## config.mk

```make
export PLATFORM = sky130hd
export DESIGN_NAME = mem_stage
export DESIGN_NICKNAME = d
export VERILOG_FILES = /design/src/rtl/mem_stage.sv
export SDC_FILE = /design/constraint.sdc
export NUM_CORES = 1
export LEC_CHECK = 0
export BUFFER_PORTS_ARGS = -buffer_cell sky130_fd_sc_hd__buf_2
export CORE_MARGIN = 2
export CORE_UTILIZATION = 55
export CTS_BUF_LIST = sky130_fd_sc_hd__clkbuf_16
export DETAILED_ROUTE_END_ITERATION = 10
export HOLD_SLACK_MARGIN = 0.1
export PLACE_DENSITY = 0.9
export SLEW_MARGIN = 20
export SYNTH_ARGS = -nofsm -noshare
export SYNTH_HDL_FRONTEND = slang
export SYNTH_SLANG_ARGS = --single-unit
```

## constraint.sdc

```tcl
create_clock -name clk -period 6.2 [get_ports clk]
set_clock_uncertainty 0.15 [all_clocks]
set_input_delay 0.93 -clock clk [delete_from_list [all_inputs] [get_ports clk]]
set_output_delay 0.93 -clock clk [all_outputs]
set_load 0.02 [all_outputs]
```

## src/rtl/mem_stage.sv

```systemverilog
// Memory pipeline stage: waits for data-SRAM responses on loads, aligns/extends load
// data, and hands completed instructions to WB. Flushes on WB exception/ERET.
module mem_stage #(
  parameter int ES_BUS_WD = 111,
  parameter int WS_BUS_WD = 75
) (
  input  logic                 clk,
  input  logic                 reset,
  output logic                 ms_allowin,
  input  logic                 es_to_ms_valid,
  input  logic [ES_BUS_WD-1:0] es_to_ms_bus,
  input  logic                 ws_allowin,
  output logic                 ms_to_ws_valid,
  output logic [WS_BUS_WD-1:0] ms_to_ws_bus,
  input  logic [31:0]          data_rdata,
  input  logic                 data_rvalid,
  input  logic                 ws_ex,
  input  logic                 ws_eret,
  output logic [4:0]           mem_dest,
  output logic [31:0]          mem_dest_data,
  output logic                 mem_fwd_ok,
  output logic                 ms_ex
);

  typedef enum logic [1:0] {S_IDLE, S_WAIT, S_CANCEL} state_t;

  state_t              r_state;
  state_t              w_state_nxt;
  logic                r_ms_valid;
  logic [ES_BUS_WD-1:0] r_bus;
  logic [31:0]         r_rdata;
  logic                r_buf_vld;

  logic [2:0]  w_ex_code;
  logic        w_eret;
  logic        w_bd;
  logic        w_mem_re;
  logic [2:0]  w_ld_type;
  logic        w_gr_we;
  logic [4:0]  w_dest;
  logic [31:0] w_alu;
  logic [31:0] w_rt;
  logic [31:0] w_pc;

  assign {w_ex_code, w_eret, w_bd, w_mem_re, w_ld_type, w_gr_we,
          w_dest, w_alu, w_rt, w_pc} = r_bus;

  logic w_flush;
  logic w_is_load;
  logic w_in_load;
  logic w_ready_go;
  logic w_accept;

  assign w_flush   = ws_ex | ws_eret;
  assign w_is_load = w_mem_re & (w_ex_code == 3'd0);
  assign w_in_load = es_to_ms_bus[105] & (es_to_ms_bus[110:108] == 3'd0);

  // State register and datapath registers
  always_ff @(posedge clk) begin
    // NOTE: sequential state uses non-blocking assignments so every register
    // samples pre-edge values regardless of statement order.
    if (reset) begin
      r_state    <= S_IDLE;
      r_ms_valid <= 1'b0;
      r_bus      <= '0;
      r_rdata    <= '0;
      r_buf_vld  <= 1'b0;
    end else begin
      r_state <= w_state_nxt;
      if (w_flush)         r_ms_valid <= 1'b0;
      else if (ms_allowin) r_ms_valid <= es_to_ms_valid;
      if (w_accept) r_bus <= es_to_ms_bus;
      if (w_accept) begin
        r_buf_vld <= 1'b0;
      end else if (r_state == S_WAIT && data_rvalid) begin
        r_buf_vld <= 1'b1;
        r_rdata   <= data_rdata;
      end
    end
  end

  // Next-state logic
  always_comb begin
    // NOTE: default assignment first so no path leaves the signal unassigned
    // (which would infer a latch).
    w_state_nxt = r_state;
    case (r_state)
      S_IDLE:   if (w_accept && w_in_load) w_state_nxt = S_WAIT;
      S_WAIT: begin
        if (data_rvalid)  w_state_nxt = (w_accept && w_in_load) ? S_WAIT : S_IDLE;
        else if (w_flush) w_state_nxt = S_CANCEL;
      end
      S_CANCEL: if (data_rvalid) w_state_nxt = S_IDLE;
      default:  w_state_nxt = S_IDLE;
    endcase
  end

  // Handshake outputs; a flush blocks both acceptance and handoff
  always_comb begin
    w_ready_go     = r_ms_valid & (!w_is_load | r_buf_vld |
                                   (r_state == S_WAIT && data_rvalid));
    ms_allowin     = (r_state != S_CANCEL) & (!r_ms_valid | (w_ready_go & ws_allowin));
    w_accept       = es_to_ms_valid & ms_allowin & !w_flush;
    ms_to_ws_valid = w_ready_go & !w_flush;
  end

  // Load data is bypassed from the SRAM in its arrival cycle, else taken from the buffer
  logic [31:0] w_word;
  logic [1:0]  w_addr;
  logic [7:0]  w_byte;
  logic [15:0] w_half;
  logic [31:0] w_final;

  assign w_word = r_buf_vld ? r_rdata : data_rdata;
  assign w_addr = w_alu[1:0];
  assign w_byte = w_word[{w_addr, 3'b000} +: 8];
  assign w_half = w_addr[1] ? w_word[31:16] : w_word[15:0];

  always_comb begin
    w_final = w_alu;
    if (w_is_load) begin
      case (w_ld_type)
        3'd1: w_final = {{24{w_byte[7]}}, w_byte};
        3'd2: w_final = {24'd0, w_byte};
        3'd3: w_final = {{16{w_half[15]}}, w_half};
        3'd4: w_final = {16'd0, w_half};
        3'd5: begin
          case (w_addr)
            2'd0:    w_final = {w_word[7:0],  w_rt[23:0]};
            2'd1:    w_final = {w_word[15:0], w_rt[15:0]};
            2'd2:    w_final = {w_word[23:0], w_rt[7:0]};
            default: w_final = w_word;
          endcase
        end
        3'd6: begin
          case (w_addr)
            2'd0:    w_final = w_word;
            2'd1:    w_final = {w_rt[31:24], w_word[31:8]};
            2'd2:    w_final = {w_rt[31:16], w_word[31:16]};
            default: w_final = {w_rt[31:8],  w_word[31:24]};
          endcase
        end
        default: w_final = w_word;
      endcase
    end
  end

  assign ms_to_ws_bus  = {w_ex_code, w_eret, w_bd, w_gr_we, w_dest, w_final, w_pc};
  assign mem_dest      = (r_ms_valid && w_gr_we) ? w_dest : 5'd0;
  assign mem_dest_data = w_final;
  assign mem_fwd_ok    = w_ready_go;
  assign ms_ex         = r_ms_valid & ((w_ex_code != 3'd0) | w_eret);

endmodule

```

Word level (Yosys, flattened, before mapping). Index checks and enable logic that the tools add are counted.

Bits in registers: 147. Input bits: 150. Logic and storage cells: 63.

Bitwise operators: 15. Equal/unequal tests: 14. Shift-type cells: 1. Reductions and logical operators: 15. Muxes and demuxes: 13.

Operators by type and width (number): $pmux 32 s3 (2); $pmux 32 s6 (1); $mux 32 (2); $shiftx 32x6->8 (1); $mux 16 (1); $and 1x1->1 (9); $eq 3x3->1 const B (3); $mux 2 (4); $eq 3x2->1 const B (2); $logic_not 3->1 (2); $ne 2x2->1 const B (3); $pmux 2 s3 (1); $mux 5 (1); $or 1x1->1 (5); $eq 2x1->1 const B (2); $eq 2x2->1 const B (2); $logic_not 2->1 (2); $reduce_or 2->1 (2); $eq 3x1->1 const B (1); $logic_and 1x1->1 (3); $logic_not 1->1 (3); $ne 3x3->1 const B (1); $reduce_and 3->1 (1); $reduce_bool 3->1 (1); 3 further kinds (3).

Longest topological paths before layout.
Depth after elaboration: 15. Mapped depth: 9.

Least setup slack after synthesis. No wires, ideal clock.

Path kind: input-to-output. Start point: in data_rdata[31]. End point: out ms_to_ws_bus[49]. Cell stages on the path: 6. Arrival: 2.775 ns. Data required time: 5.120 ns. Buffers on the path: 1. Slack: 2.345 ns. Cell sequence: mux2i_1 -> mux4_2 -> o211ai_2 -> o32ai_1 -> o21ai_0 -> buf_4.

Longest elaborated chain between the ends: 4. Elaborated cells between the ends (all ways): 5.

Ends and longest elaborated chain: start: declaration (RTL line 15) `input logic [31:0] data_rdata,`; $mux 32 * (RTL line 114) `assign w_word = r_buf_vld ? r_rdata : data_rdata;`; $shiftx 32x6->8 or $mux 16 (tied branches) (RTL line 116, 117); $pmux 32 s6 * (RTL line 122) `case (w_ld_type)`; $mux 32 * (RTL line 121) `if (w_is_load) begin`; end: declaration (RTL line 14) `output logic [WS_BUS_WD-1:0] ms_to_ws_bus,`.

Every way passes the cells marked *; elsewhere a longest branch is shown, timed or not.

Final worst setup path.
Start point: reg r_bus[104]. End point: out mem_dest_data[26].

Longest elaborated chain between the ends: 3. Elaborated cells between the ends (all ways): 8.

Ends and longest elaborated chain: start: declaration (RTL line 30) `logic [ES_BUS_WD-1:0] r_bus;`; start signal: assignment (RTL line 72) `if (w_accept) r_bus <= es_to_ms_bus;`; $eq 3x3->1 (tied with other cells) (RTL line 122); $pmux 32 s6 * (RTL line 122); $mux 32 * (RTL line 121); end: declaration (RTL line 20) `output logic [31:0] mem_dest_data,`.

Marked as above.

==> flow_summary.json <==
{
  "htree_levels": 4,
  "die_w_um": 128,
  "core_um2": 15100,
  "drive_above_1_share_pct": 31.2,
  "layout_common_cells": "buf_2, nor2_1, mux2i_1",
  "synth_top_family_by_area": "multiplexers",
  "ys_ff_latch": 147,
  "antenna_found_initial": 0,
  "numCtsBuffers": 17,
  "drv_cap": 0,
  "grt_use_total_pct": 30.6,
  "post_cts_buffers": 0,
  "dieArea_um2": 16300,
  "finalSetupViolations": 0,
  "crit_fanout": 21,
  "cts_root_buffer": "clkbuf_16",
  "route.detailed.drc": 0,
  "fin_setup_tns_ps": 0,
  "fmax_ghz": 0.208,
  "ir_drop_mv": 0.179,
  "io_buffers": 265,
  "yosys_warnings": 0,
  "synth_edf_count": 0,
  "cp-start-kind": "register",
  "leakagePower_nw": 4.14,
  "slew_violations": 0,
  "worst_r2r_path_depth": 7,
  "ant_nets": 0,
  "slowest_stage": "dfxtp_1",
  "synthToLayoutAreaGrowth_pct": 15.4,
  "clkSinkCount": 147,
  "rrSetupSlack_ps": 3480,
  "finalPower_mw": 2.29,
  "crit_type": "reg2out",
  "firstDrtPassIters": 6,
  "dieHeight_um": 128,
  "grt_pass1_vias": 7114,
  "grt_max_degree": 79,
  "r2r_end": "r_bus[59]$_SDFFE_PP0P_",
  "hold_viol_final": 0,
  "rsz0062_at_grt": "no",
  "viasPerCell": 5.95,
  "antenna_cells": 0,
  "cp_slowest_stage_delay_ps": 780,
  "hold_buffers": 0,
  "synth_xor_area_share_pct": 0.104,
  "dr.first_iter.drc_count": 1010,
  "syn_inst": 958,
  "gp_congestion": 1.06,
  "avgSynthCellArea_um2": 8.81,
  "hp-class": "reg2reg",
  "tightest_slew_ps": 1070,
  "grt_overflow_total": 0,
  "cts_resized": 0,
  "num_vias": 7797,
  "synth.cell_area_um2": 8440,
  "synth_fp_nets": 1108,
  "fill_cells": 1310,
  "min-delay-start": "r_rdata[11]$_SDFFE_PP0P_",
  "worstPathArrival_ps": 3720,
  "finalCritPeriodShare_pct": 77.5,
  "yosys.area_share.simple_pct": 14.5,
  "fin_nets": 1259,
  "clock_latency_ps": 420,
  "cts_tree": "built",
  "clk_pin_slew_worst_paths_ps": 60,
  "cp_cell_sequence": "nor3_1 -> a21oi_1 -> o211ai_2 -> nor2_1 -> a21oi_1 -> buf_2",
  "synthMuxAreaShare_pct": 27.8,
  "wirelength_mm": 25.9,
  "async_reset_ff_share_pct": 0,
  "synthAdderAreaFrac_pct": 0,
  "hold-path-endpoint": "r_rdata[11]$_SDFFE_PP0P_",
  "rows": 45,
  "worstSetupEndpointType": "output pin",
  "required_ps": 5120,
  "ios": 266,
  "cts_buffer_depth": 2,
  "r2r-start": "r_bus[109]$_SDFFE_PP0P_",
  "synth_compound_area_share_pct": 11.9,
  "seq_area_frac_synth_pct": 34.9,
  "grt_pass1_wl_mm": 38.4,
  "avgRoutedWirePerCell_um": 19.8,
  "synth.distinct_cells": 56,
  "start_util_pct": 55.9,
  "dominantRegCellSynth": "dfxtp_1",
  "cp_common_cell": "a21oi_1",
  "min_path_cells": 2,
  "mostFrequentLayoutCell": "buf_2",
  "dpl.hpwl_mm": 18.5,
  "power.density_nw_per_um2": 235,
  "slew_headroom_pct": 27.4,
  "outcome": "completed",
  "fin_crit_ps": 4800
}
==> area by class of cell <==
cell class                 instances  area (um^2)  area share [%]
clock buffer                      17          425            4.37
sequential                       147         2940            30.2
timing repair buffer             275         1400            14.4
multi-input combinational        666         4610            47.3
clock inverter                    15          119            1.22
tap                              188          235            2.41
inverter                           2         7.51          0.0771
==> power breakdown <==
group          internal (mW)  total, mW  switching (mW)
Sequential             0.970      0.989          0.0197
Clock                  0.545      0.950           0.405
Combinational          0.139      0.354           0.216
Total                   1.65       2.29           0.640
==> cell usage after synthesis, types with 5 or more instances <==
library cell	count	area, um^2
nand2b_1	8	50.1
dfxtp_1	147	2940
mux2_2	35	394
nor3_1	17	85.1
nand2_1	39	146
buf_2	14	70.1
clkbuf_1	42	158
a211oi_1	7	52.6
o32ai_1	16	140
nor2_1	203	762
o22ai_1	29	181
a31oi_1	7	43.8
mux2i_1	186	1860
a21oi_1	23	115
and3_1	5	31.3
buf_6	8	90.1
o21ai_0	26	130
buf_4	76	571
==> state kept, by name (all words and copies together) (netlist names) <==
| name | count |
|---|---|
| r_rdata | 32 |
| r_ms_valid | 1 |
| r_buf_vld | 1 |
| r_bus | 111 |
| r_state | 2 |
==> stage by stage <==
stage | hold slack, ps | utilization, % | setup slack, ps | area [um^2] | cells
after floorplan | 304 | - | 2340 | 8440 | 958
after global placement | 316 | 60.9 | 2020 | 9200 | 1278
after detailed placement | 327 | 60.9 | 1970 | 9200 | 1278
after CTS | 344 | 64.6 | 1500 | 9740 | 1310
after global routing | 364 | 64.6 | 1090 | 9740 | 1310
final | 339 | 64.6 | 1400 | 9740 | 1310
==> kinds of logic after synthesis <==
group | Yosys count
AOI/OAI and AO/OA | 147
muxes | 225
xor gates and xnor gates | 1
DFF | 147
and+or+nand+nor | 293
buffers and inverters | 145
==> how the worst max path moves through the flow <==
stage	startpoint	end	slack (ps)	depth (start not counted)
2_1_floorplan	data_rdata[31]	ms_to_ws_bus[49]	2340	6
3_3_place_gp	r_bus[104]$_SDFFE_PP0P_	mem_dest_data[26]	2020	6
3_5_place_dp	r_bus[104]$_SDFFE_PP0P_	mem_dest_data[26]	1970	6
4_1_cts	r_bus[104]$_SDFFE_PP0P_	mem_dest_data[26]	1500	6
5_1_grt	r_bus[104]$_SDFFE_PP0P_	mem_dest_data[26]	1090	6
6_report	r_bus[104]$_SDFFE_PP0P_	mem_dest_data[26]	1400	6
==> worst max-delay path: cells and delay by family, from the launching register on <==
| family | cells | cell delay [ps] |
|---|---|---|
| AO/OA/AOI/OAI | 3 | 1420 |
| AND/OR/NAND/NOR | 2 | 870 |
| flip-flops | 1 | 780 |
| buffers and inverters | 1 | 220 |
==> metal layers <==
metal | routed length, um | up-vias | track usage, %
met5 | 0 | - | 0
met4 | 929 | 0 | 13.1
met1 | 10400 | 3617 | 40.5
met2 | 11700 | 458 | 48.2
met3 | 2810 | 91 | 6.84
li1 | - | 3631 | -
(Power assumes the default switching activity.)
